**config.mk**
```make
export PLATFORM = sky130hd
export DESIGN_NAME = sprite_rom_arbiter
export DESIGN_NICKNAME = d
export VERILOG_FILES = /design/src/rtl/sprite_rom_arbiter.sv
export SDC_FILE = /design/constraint.sdc
export NUM_CORES = 1
export LEC_CHECK = 0
export ABC_AREA = 1
export BUFFER_PORTS_ARGS = -buffer_cell sky130_fd_sc_hd__buf_2
export CAP_MARGIN = 30
export CORE_AREA = 2 2 64 66
export DETAILED_ROUTE_END_ITERATION = 6
export DIE_AREA = 0 0 66 68
export GPL_TIMING_DRIVEN = 0
export PLACE_DENSITY = 0.87
export SLEW_MARGIN = 20
export SYNTH_ARGS = -nofsm -noshare
export SYNTH_HDL_FRONTEND = slang
export SYNTH_SLANG_ARGS = --single-unit
```
**constraint.sdc**
```tcl
create_clock -name clock -period 1.74 [get_ports clock]
set_clock_uncertainty 0.15 [all_clocks]
set_input_delay 0.087 -clock clock [delete_from_list [all_inputs] [get_ports clock]]
set_output_delay 0.087 -clock clock [all_outputs]
set_load 0.01 [all_outputs]
```
**src/rtl/sprite_rom_arbiter.sv**
```systemverilog
// Round-robin arbiter sharing one pipelined sprite ROM read port between the
// player-1 and player-2 pixel fetch units; returned words are tagged per requester.
module sprite_rom_arbiter #(
  parameter int ADDR_W      = 16,
  parameter int DATA_W      = 12,
  parameter int ROM_LATENCY = 2
) (
  input  logic              clock,
  input  logic              reset,
  input  logic              enable,
  input  logic              frame_start,
  input  logic              req1,
  input  logic [ADDR_W-1:0] addr1,
  output logic              gnt1,
  input  logic              req2,
  input  logic [ADDR_W-1:0] addr2,
  output logic              gnt2,
  output logic              rom_rd,
  output logic [ADDR_W-1:0] rom_addr,
  input  logic [DATA_W-1:0] rom_data,
  output logic [DATA_W-1:0] rdata,
  output logic              rdata_valid1,
  output logic              rdata_valid2
);

  // Handshake: reqN is held with a stable addrN until gntN is seen high in the
  // same cycle; that cycle is the transfer, and the requester may change or
  // drop the request from the next cycle on. rdata_validN is a one-cycle
  // strobe with no back-pressure.

  logic                 last_is_p2;
  logic                 grant;
  logic [ROM_LATENCY:0] tag_v;
  logic [ROM_LATENCY:0] tag_p2;

  always_comb begin
    gnt1 = 1'b0;
    gnt2 = 1'b0;
    if (!reset && enable) begin
      if (req1 && req2) begin
        gnt1 = last_is_p2;
        gnt2 = !last_is_p2;
      end else begin
        gnt1 = req1;
        gnt2 = req2;
      end
    end
  end

  assign grant = gnt1 | gnt2;

  // Tag stage ROM_LATENCY lines up with rom_data for the read it describes.
  always_ff @(posedge clock or posedge reset) begin
    if (reset) begin
      last_is_p2   <= 1'b1;
      rom_rd       <= 1'b0;
      rom_addr     <= '0;
      tag_v        <= '0;
      tag_p2       <= '0;
      rdata        <= '0;
      rdata_valid1 <= 1'b0;
      rdata_valid2 <= 1'b0;
    end else begin
      if (frame_start)
        last_is_p2 <= 1'b1;
      else if (grant)
        last_is_p2 <= gnt2;

      rom_rd <= grant;
      if (grant)
        rom_addr <= gnt1 ? addr1 : addr2;

      tag_v  <= {tag_v[ROM_LATENCY-1:0], grant};
      tag_p2 <= {tag_p2[ROM_LATENCY-1:0], gnt2};

      rdata_valid1 <= tag_v[ROM_LATENCY] & ~tag_p2[ROM_LATENCY];
      rdata_valid2 <= tag_v[ROM_LATENCY] & tag_p2[ROM_LATENCY];
      if (tag_v[ROM_LATENCY])
        rdata <= rom_data;
    end
  end

endmodule

```
* Word level (Yosys, flattened, before mapping)
Index checks and enable logic that the tools add are counted.
** Storage, ports and cells
- Flip-flop bits (word level) :: 38
- Bits of input ports :: 50
- Output and inout bits :: 33
** Cells by class
- Muxes and demuxes :: 7
- Bitwise gates (word level) :: 4
- Reduce and logical (&&, ||, !) cells :: 5
** Operator list (number)
- $mux 16 :: 1
- $mux 1 :: 6
- $and 1x1->1 :: 2
- $logic_and 1x1->1 :: 2
- $logic_not 1->1 :: 2
- $reduce_bool 2->1 :: 1
- $not 1->1 :: 1
- $or 1x1->1 :: 1

* Longest topological paths before layout
Gate-level depths: netlist of the first run.
- Depth after elaboration :: 6
- Depth in mapped cells :: 7

* Worst setup path after synthesis of the first run
Ideal clock, no wire load.
- Kind :: in2reg
- From :: input port reset
- To :: register rom_addr[0]
- Library setup time :: 0.124 ns
- Arrival :: 1.208 ns
- Required time :: 1.466 ns
- Slack :: 0.258 ns
- Cell stages on the path :: 7
- Path buffers :: 1
- Cell sequence :: inv_2 -> nand3_2 -> nand2_4 -> inv_2 -> buf_6 -> nand2_1 -> nand3_1
** Between the ends
- Longest elaborated chain between the ends :: 4
- Elaborated cells on any way between the ends :: 6
- Those cells by class :: mux: 3; bitwise: 1; reduce/logical: 2
** Ends and longest elaborated chain
- start: declaration :: RTL line 9 : input logic reset,
- $logic_not 1->1 (no line) *
- $logic_and 1x1->1 * :: RTL line 39 : if (!reset && enable) begin
- $mux 1 :: RTL line 39
- $mux 16 / $or 1x1->1 (equally long branches) :: RTL line 71, 50
- end signal: assignment :: RTL line 71 : rom_addr <= gnt1 ? addr1 : addr2;
- end: declaration :: RTL line 19 : output logic [ADDR_W-1:0] rom_addr,
Mark *: on every way between the ends. The rest lies on a longest branch, timed or not.
A chain may end at the register's enable or synchronous reset.

* Final worst setup path of the first run
- From :: register last_is_p2
- To :: output port gnt1
** Between the ends
- Longest elaborated chain between the ends :: 2
** Ends and longest elaborated chain
- start: declaration :: RTL line 31 : logic last_is_p2;
- start signal: assignment :: RTL line 67 : last_is_p2 <= gnt2;
- $mux 1 :: RTL line 40 : if (req1 && req2) begin
- $mux 1 :: RTL line 39
- end: declaration :: RTL line 14 : output logic gnt1,
Every way passes these cells.

==> results of run 1 <==
-- path summary, 6_finish.rpt --
kind                       startpoint            to  slack, ps  cells past startpoint
min reg2reg                 tag_p2[0]     tag_p2[1]        200                      0
max reg2reg                last_is_p2   rom_addr[6]        190                      7
min                             reset   rom_addr[9]       -260                      2
min in group clock              reset  rom_addr[10]         30                      4
max in group asynchronous       reset      tag_v[1]       1290                      2
max                        last_is_p2          gnt1         70                      6
-- power breakdown --
| group | switching (uW) | internal (uW) |
|---|---|---|
| clock network | 305 | 466 |
| logic | 299 | 279 |
| registers | 66.7 | 987 |
| total | 671 | 1730 |
-- sequential cells by signal, indices dropped and copies added (netlist names) --
signal and flops:
rdata_valid2 1, rdata 12, rom_addr 16, rdata_valid1 1, last_is_p2 1, tag_p2 3
tag_v 3
-- metrics by stage --
| stage | worst slack, ps | area, um^2 | utilization [%] | TNS (ps) | total power [uW] |
|---|---|---|---|---|---|
| after floorplan | 257.9 | 1604 | - | 0 | 1313 |
| after global placement | -123.5 | 2072 | 53.73 | -1205 | 1524 |
| after detailed placement | -180.9 | 2072 | 53.73 | -1838 | 1541 |
| after CTS | 23.25 | 2701 | 70.05 | 0 | 2398 |
| after global routing | 21.97 | 2718 | 70.47 | 0 | 2522 |
| final | 72.06 | 2718 | 70.47 | 0 | 2404 |
-- cells in the mapped netlist --
cell,instances
buf_4,1
nand3_2,11
clkbuf_1,3
dfrtp_1,36
a21oi_1,1
buf_6,3
nand3_1,23
dfstp_2,1
buf_2,2
nor2_1,2
inv_2,3
inv_1,4
nand3_4,1
nand4_1,16
nand2_4,1
nor2_4,1
nand2_1,56
-- logic make-up after synthesis --
group | count (synthesis)
buf+inv | 16
flops | 37
simple gates | 111
compound gates | 1
-- metal layers --
metal  GRT usage, %  vias up
met5              0        -
met4          7.398        0
met3          5.921       14
met2          44.70       89
met1          22.49      790
li1               -      830
-- critical path: stages, from the launching register on --
cell and delay [ps]:
dfstp_2 540, inv_1 70, nand2_4 110, nand3_4 100, buf_8 140, inv_1 50, buf_2 120
-- cell type report --
type / count / area share [%]
Tap cell: 50 / 2.302
Clock inverter: 2 / 1.381
Buffer: 9 / 2.440
Multi-Input combinational cell: 112 / 21.92
Inverter: 7 / 1.013
Clock buffer: 6 / 3.039
Timing Repair Buffer: 133 / 33.79
Sequential cell: 37 / 34.12
-- timing repair --
| item | in CTS | in global routing |
|---|---|---|
| resized for setup | 3 | 1 |
| setup buffers | 1 | 2 |
| endpoints found under the hold margin | 66 | 36 |
| setup endpoints to repair | 1 | 4 |
==> flow_summary_export.csv, run 1 <==
group,metric,value,unit
yosys,synthTopCellsByArea,"dfrtp_1, nand2_1, nand3_1",
grt,first_global_vias,1638,
power_and_ir_drop,p_leak,0.001425,uW
floorplanning,rows,23,
grt,grt_pass1_wl,7410,um
yosys,synth-xor-area-share,0,%
cells_and_area,drive_gt1_share,38.24,%
setup_path,worst_ep_required_time,1500,ps
cells_and_area,n_antenna_cell,0,
placement,dp.cells,296,
cells_and_area,most-common-layout-cells,"buf_2, nand2_1, dlygate4sd3_1, dfrtp_1, nand3_1",
sta,max_slew.worst_pin.slew,654.8,ps
drt,vias_per_cell,4.840,
floorplanning,die_x,66,um
drt,vias,1723,
setup_path,endpoint_kind,"output port",
power_and_ir_drop,peakVddDrop,0.0006073,V
cts,postCtsHoldBufs,49,
yosys,synth-simple-area-share,36.35,%
sta,maxSlewViolCount,0,
status,violations,"hold timing",
drt,wl_met1,1864,um
setup_path,crit_fanout,8,
sta,post-route-min-period,1668,ps
floorplanning,core-area,3856,um^2
drt,post_drt_wl_per_cell,13.99,um
cts,clk_pin_slew_worst_paths,70,ps
yosys,syn_avg_cell_area,9.721,um^2
placement,io_buffers,81,
yosys,synth_fa_ha_area_share,0,%
drt,drt.antenna.violating_nets,0,
cells_and_area,seqCellArea,927.1,um^2
drt,met2_length,2710,um
yosys,yosysTopAreaCellShare,56.16,%
cts,cts-root-buf,"clkbuf_8",
floorplanning,initial_core_util,41.60,%
sta,final.period_utilization,95.86,%
setup_path,crit_arrival,1430,ps
yosys,synth_top_family_by_area,"simple AND/OR/NAND/NOR gates",
cts,clockBufferDepth,2,
cells_and_area,nNetsFinal,355,
drt,wl_met3,306,um
floorplanning,die-area,4488,um^2
placement,dpl.hpwl,2793,um
drt,drt-initial-drc-count,60,
cts,cts_tree,"built",
floorplanning,pin_count,83,
cells_and_area,final_common_cell,"buf_2",
setup_path,cp-start-kind,"flop",
sta,grt_setup_unrepaired,"false",
drt,drt-total-wl,4980,um
setup_path,worstSetupPathType,"reg -> out",
yosys,synthMuxAreaShare,0,%
sta,max-slew-margin-rel,56.29,%
sta,fmax,0.5995,GHz
yosys,synth_nets,215,
yosys,ys_types,17,
drt,drc_errors,0,
grt,gr-total-overflow,0,
grt,antenna_found_initial,0,
sta,setup_viol,0,
cts,cts_sinks,37,
job,drv_cap,0,
status,status,"complete, but fails checks",
yosys,yosys_warnings,0,
yosys,ys_seq_elements,37,
yosys,synth_seq_area_share,57.80,%
floorplanning,die_h,68,um
power_and_ir_drop,powerDensity,884.4,nW/um^2
yosys,syn-instance-count,165,
placement,gp_congestion,0.8305,
sta,hold_viol_final,36,
yosys,synth-compound-area-share,0.3120,%
cts,htree_levels,2,
cells_and_area,areaGrowthSynthToFinish,69.42,%
sta,hold_ws,-264.4,ps
yosys,synth_area_leader_cell,"dfrtp_1",
grt,grt_max_degree,40,
yosys,syn-cell-area,1604,um^2
cells_and_area,fillers,290,
cells_and_area,multi_input_area,595.6,um^2
cts,cts_buffers,5,
drt,firstDrtPassIters,4,
cts,clk_latency,290,ps
cells_and_area,fin_cells,356,
min_path,min_path_type,"in -> async",
grt,track_usage,22.42,%
drt,routed.top_layer,"met4",
No activity file was read; power rests on OpenSTA's default activity.
==> inputs of run 2 (changes only) <==
ABC_AREA = unset   (was 1)
CORE_AREA = 2 2 62 64   (was 2 2 64 66)
DIE_AREA = 0 0 64 66   (was 0 0 66 68)
PLACE_DENSITY = 0.86   (was 0.87)
==> run 2 against run 1 <==
Compared with the run above:
- the flow now finishes without violations
- global-route usage down 1.5 points
- critical path depth down 2
- maximum frequency up 0.64%
- area after synthesis down 9.4%
- first-iteration DRC count down 40%
- sequential power about the same
- non-clock buffer count down 2
- synthesized cell count down 39%
- final cell count down 18%
- largest cell class unchanged
- sequential share of layout area up 1.9 points
- register-to-register slack about the same
==> flow_summary_export.csv, run 2 <==
group,metric,value,unit
cells_and_area,final_common_cell,"buf_2",
yosys,yosysTopAreaCellShare,62.02,%
drt,drt-initial-drc-count,36,
cells_and_area,top_register,"rom_addr",
yosys,async_flop_share,100.0,%
cts,cts-root-buf,"clkbuf_4",
power_and_ir_drop,powerDensity,905.8,nW/um^2
grt,first_global_vias,1414,
cts,cts_buffers,5,
yosys,syn_avg_cell_area,14.38,um^2
min_path,worstHoldEndpoint,"tag_p2[0]",
setup_path,worst_ep_required_time,1500,ps
min_path,hp-start,"req1",
power_and_ir_drop,power_frac_comb,22.8,%
setup_path,worstSetupPathType,"reg -> out",
sta,setup_viol,0,
placement,gp_congestion,0.7381,
cts,cts_sinks,37,
sta,maxSlewViolCount,0,
cells_and_area,multi_input_area,485.5,um^2
cells_and_area,most-common-layout-cells,"buf_2, dlygate4sd3_1, dfrtp_1, and3_1, a221o_1",
sta,max_slew.worst_pin.slew,860.5,ps
power_and_ir_drop,p_switching,591.8,uW
setup_path,rr_startpoint,"last_is_p2",
floorplanning,pin_count,83,
min_path,min_path_type,"in -> reg",
placement,dp.cells,231,
power_and_ir_drop,power_frac_seq,45.0,%
yosys,ys.flop_type,"dfrtp_1",
placement,dpl.hpwl,2433,um
setup_path,cp-start-kind,"flop",
drt,drt.antenna.violating_nets,0,
cells_and_area,n_antenna_cell,0,
cts,cts_tree,"built",
floorplanning,die-area,4224,um^2
power_and_ir_drop,p_sw_share,25.41,%
yosys,synth_edf_count,0,
setup_path,endpoint_kind,"output port",
grt,track_usage,20.95,%
yosys,ys_seq_elements,37,
grt,gr-total-overflow,0,
sta,final.period_utilization,95.25,%
cts,htree_levels,2,
yosys,synth_area_leader_cell,"dfrtp_1",
yosys,synth_nets,151,
cells_and_area,reg_top3,"rom_addr x16, rdata x12",
setup_path,crit_arrival,1420,ps
placement,place_area,1927,um^2
cells_and_area,fin_cells,292,
power_and_ir_drop,power.internal,1737,uW
yosys,syn-instance-count,101,
yosys,ys_types,17,
drt,drc_errors,0,
yosys,syn-cell-area,1453,um^2
floorplanning,die_h,66,um
cells_and_area,largest_reg_flops,16,
drt,vias,1431,
yosys,synthTopCellsByArea,"dfrtp_1, a221o_1, mux2_2",
cells_and_area,nNetsFinal,293,
floorplanning,initial_core_util,40.91,%
min_path,holdPathStages,3,
sta,fmax,0.6034,GHz
cells_and_area,areaGrowthSynthToFinish,77.00,%
drt,drt-total-wl,4518,um
sta,post-route-min-period,1657,ps
cells_and_area,fillers,223,
setup_path,crit_fanout,6,
floorplanning,die_x,64,um
cells_and_area,drive_gt1_share,48.36,%
grt,grt_pass1_wl,6582,um
yosys,yosys_warnings,0,
drt,vias_per_cell,4.901,
cells_and_area,design_area,2571,um^2
sta,max-slew-margin-rel,42.32,%
cts,clockBufferDepth,2,
floorplanning,rows,22,
job,drv_cap,0,
yosys,synth.most_common_cell,"dfrtp_1",
sta,hold_viol_final,0,
cells_and_area,seqCellArea,927.1,um^2
status,status,"finished, final reports clean",
setup_path,r2r_cells,4,
yosys,synth_seq_area_share,63.82,%
power_and_ir_drop,peakVddDrop,0.0005382,V
setup_path,worst-r2r-setup-slack,180,ps
yosys,synth_common_cells,"dfrtp_1, a221o_1, and3_1",
grt,grt_max_degree,39,
power_and_ir_drop,p_total,2329,uW
floorplanning,core-area,3551,um^2
drt,firstDrtPassIters,5,
cts,clk_latency,340,ps
grt,antenna_found_initial,0,
sta,grt_setup_unrepaired,"false",
cts,clk_pin_slew_worst_paths,120,ps
power_and_ir_drop,p_leak,0.001353,uW
power_and_ir_drop,pwr-share-clk,32.2,%
drt,post_drt_wl_per_cell,15.47,um
placement,io_buffers,82,
setup_path,r2r-end,"last_is_p2",
## run 2: cell count changes after synthesis, moves of 3 or more
cell,before,now
nand3_2,11,0
mux2_2,0,12
and3_1,0,16
nand2_1,56,3
nand4_1,16,0
a221o_1,0,16
nand3_1,23,0
inv_2,3,0
## run 2: timing repair
item,CTS,global route
pin swaps,1,2
hold buffers,46,2
setup buffers,1,4
gates resized for setup,5,2
cloned,0,1
endpoints found under the hold margin,65,36
endpoints found under the setup margin,2,12
## run 2: cell type report
type                            instances  area share [%]
Timing Repair Buffer                  135           36.11
Buffer                                  5           1.703
Clock buffer                            5           1.460
Timing Repair inverter                  1          0.1946
Clock inverter                          3           2.676
Multi-Input combinational cell         55           18.88
Sequential cell                        37           36.06
Inverter                                3          0.5839
Tap cell                               48           2.336
## run 2: power by group through the flow
stage	logic (uW)	clock network (uW)	registers [uW]
global route	566	801	1060
finish	532	750	1050
floorplan	160	0	1120
detailed placement	431	0	1060
global placement	421	0	1050
CTS	518	764	1040
## run 2: metal layers
| metal | GRT usage [%] | vias up | part of all wire, % |
|---|---|---|---|
| met5 | 0 | - | 0 |
| met4 | 9.511 | 0 | 2.5 |
| met3 | 5.963 | 13 | 6.2 |
| met2 | 38.02 | 67 | 53 |
| met1 | 22.52 | 683 | 38 |
| li1 | - | 668 | - |
## run 2: per-stage QoR
stage | util [%] | setup TNS [ps] | hold slack (ps) | setup WS [ps]
after floorplan | - | 0 | -95.83 | 152.3
after global placement | 54.26 | -3667 | 129.3 | -323.9
after detailed placement | 54.26 | -4067 | 132.5 | -359.7
after CTS | 71.00 | 0 | -253.5 | 0.1624
after global routing | 72.41 | 0 | 71.76 | 12.71
final | 72.41 | 0 | 64.37 | 82.72
## run 2: kinds of logic (layout without fill, tap and decap cells)
group | Yosys count | count (layout) | share of synthesized area, %
AOI/OAI and AO/OA | 18 | 18 | 12.49
buffers and inverters | 9 | 152 | 3.790
DFF | 37 | 37 | 63.82
muxes | 12 | 12 | 9.302
and+or+nand+nor | 25 | 25 | 10.59
## run 2: worst max-delay path: stages (launching register included)
cell,delay (ps)
dfstp_2,580
inv_1,80
a21oi_4,150
buf_6,140
buf_2,130
## run 2: worst max-delay path by stage
stage                     startpoint          end  slack, ps  cells past startpoint
after floorplan                reset  rom_addr[0]        150                      4
after global placement         reset  rom_addr[6]       -320                      5
after detailed placement       reset  rom_addr[3]       -360                      5
after CTS                 last_is_p2         gnt2        0.2                      4
after global routing      last_is_p2         gnt1         10                      4
final                     last_is_p2         gnt1         80                      4
==> inputs of run 3 (changes only) <==
clock period = 1.9 ns   (was 1.74 ns; I/O delays follow)
==> run 3 against run 2 <==
Compared with the run above:
- die area did not move
- non-clock buffer count decreased by 3
- highest routed layer unchanged
- combinational power shrank 9.4%
- total power is 8.7% lower
- first-iteration DRC count grew 14%
- routed wire length shrank 1.2%
- clock-buffer cell count stayed put
==> flow_summary_export.csv, run 3 (synthesized netlist as in run 2, its figures left out) <==
group,metric,value,unit
status,status,"finished, final reports clean",
drt,drt-total-wl,4465,um
cts,clockBufferDepth,2,
setup_path,cp-start-kind,"flop",
cells_and_area,areaGrowthSynthToFinish,74.50,%
min_path,hp-start,"enable",
grt,grt_pass1_wl,6630,um
sta,grt_setup_unrepaired,"true",
placement,pre_cts_ws,-207.7,ps
setup_path,crit_fanout,10,
min_path,min_path_type,"in -> reg",
cells_and_area,final_common_cell,"buf_2",
sta,maxSlewViolCount,0,
grt,grt.met2_usage,38.41,%
setup_path,worst-r2r-setup-slack,240,ps
power_and_ir_drop,p_total,2126,uW
placement,place_area,1927,um^2
cts,cts_sinks,37,
cells_and_area,largest_reg_flops,16,
cells_and_area,drive_gt1_share,47.30,%
drt,drt.antenna.violating_nets,0,
cts,cts_tree,"built",
placement,dpl.hpwl,2433,um
sta,fin_ws,65.00,ps
sta,post-route-min-period,1835,ps
floorplanning,die-area,4224,um^2
cells_and_area,most-common-layout-cells,"buf_2, dlygate4sd3_1, dfrtp_1, and3_1, a221o_1",
sta,hold_viol_final,0,
cts,cts-root-buf,"clkbuf_4",
floorplanning,die_x,64,um
cts,htree_levels,2,
floorplanning,rows,22,
power_and_ir_drop,powerDensity,838.9,nW/um^2
drt,post_drt_wl_per_cell,15.45,um
cts,cts_buffers,5,
setup_path,rr_startpoint,"last_is_p2",
job,drv_cap,0,
cells_and_area,nNetsFinal,290,
setup_path,endpoint_kind,"output port",
grt,first_global_vias,1419,
floorplanning,die_h,66,um
cells_and_area,top_register,"rom_addr",
power_and_ir_drop,p_leak,0.001333,uW
drt,drc_errors,0,
setup_path,crit_arrival,1590,ps
drt,vias_per_cell,4.920,
drt,firstDrtPassIters,4,
sta,setup_viol,0,
power_and_ir_drop,peakVddDrop,0.0004889,V
setup_path,worst_ep_required_time,1650,ps
grt,antenna_found_initial,0,
cts,clk_pin_slew_worst_paths,120,ps
grt,grt_max_degree,39,
floorplanning,core-area,3551,um^2
grt,busiest_layer,"met2",
sta,max-slew-margin-rel,42.13,%
cells_and_area,reg_top3,"rom_addr x16, rdata x12",
setup_path,critPathLaunch,"last_is_p2",
drt,vias,1422,
cells_and_area,n_antenna_cell,0,
sta,final.period_utilization,96.58,%
floorplanning,initial_core_util,40.91,%
cells_and_area,design_area,2535,um^2
sta,hold_ws,80.24,ps
placement,io_buffers,82,
cts,clk_latency,340,ps
floorplanning,pin_count,83,
setup_path,worstSetupPathType,"reg -> out",
drt,drt-initial-drc-count,41,
grt,grt_util_met3,5.963,%
grt,track_usage,21.10,%
grt,gr-total-overflow,0,
placement,gp_congestion,0.7381,
cells_and_area,final_util,71.39,%
sta,fmax,0.5450,GHz
grt,use_met1,22.41,%
sta,max_slew.worst_pin.slew,863.3,ps
[run 3: cell type report]
class                   count  area (um^2)
plain buffers               6        45.04
clock buffers               5        37.54
inverters                   3        15.01
repair inverters            1        5.005
well taps                  48        60.06
flip-flops and latches     37        927.1
repair buffers            131        898.4
clock inverters             3        68.82
fillers                   232         1016
multi-input cells          55        478.0
[run 3: timing repair]
item,in CTS,in global routing
buffers inserted,0,1
pin swaps,0,1
gates cloned,0,1
resized for setup,2,1
endpoints found under the setup margin,2,3
hold buffers,46,2
hold endpoints to repair,65,36
[run 3: per-layer routing]
metal / vias up / share of wire (%)
met5: - / 0
met4: 0 / 2.9
met3: 12 / 5.5
met2: 65 / 53
met1: 682 / 38
li1: 663 / -
[run 3: through the flow]
stage | setup TNS [ps] | cells
after floorplan | 0 | 101
after global placement | -1554 | 231
after detailed placement | -1805 | 231
after CTS | 0 | 285
after global routing | -22.46 | 289
final | 0 | 289
[run 3: worst paths after layout]
kind / cells after the start / end
min in group asynchronous: 3 / rom_addr[15]
worst min register to register: 0 / tag_v[2]
max in group asynchronous: 3 / rom_addr[9]
worst max-delay path: 4 / gnt2
worst max register to register: 4 / rom_addr[3]
worst min-delay path: 3 / rom_addr[13]
[run 3: power breakdown]
group | switching (uW) | internal [uW]
Combinational | 209 | 273
Clock | 272 | 414
Sequential | 58.8 | 899
[run 3: critical path, cell delays in order, from the launching register on]
cell and delay (ps):
dfstp_2 560, nand2_1 150, buf_2 230, and2_1 170, buf_2 140
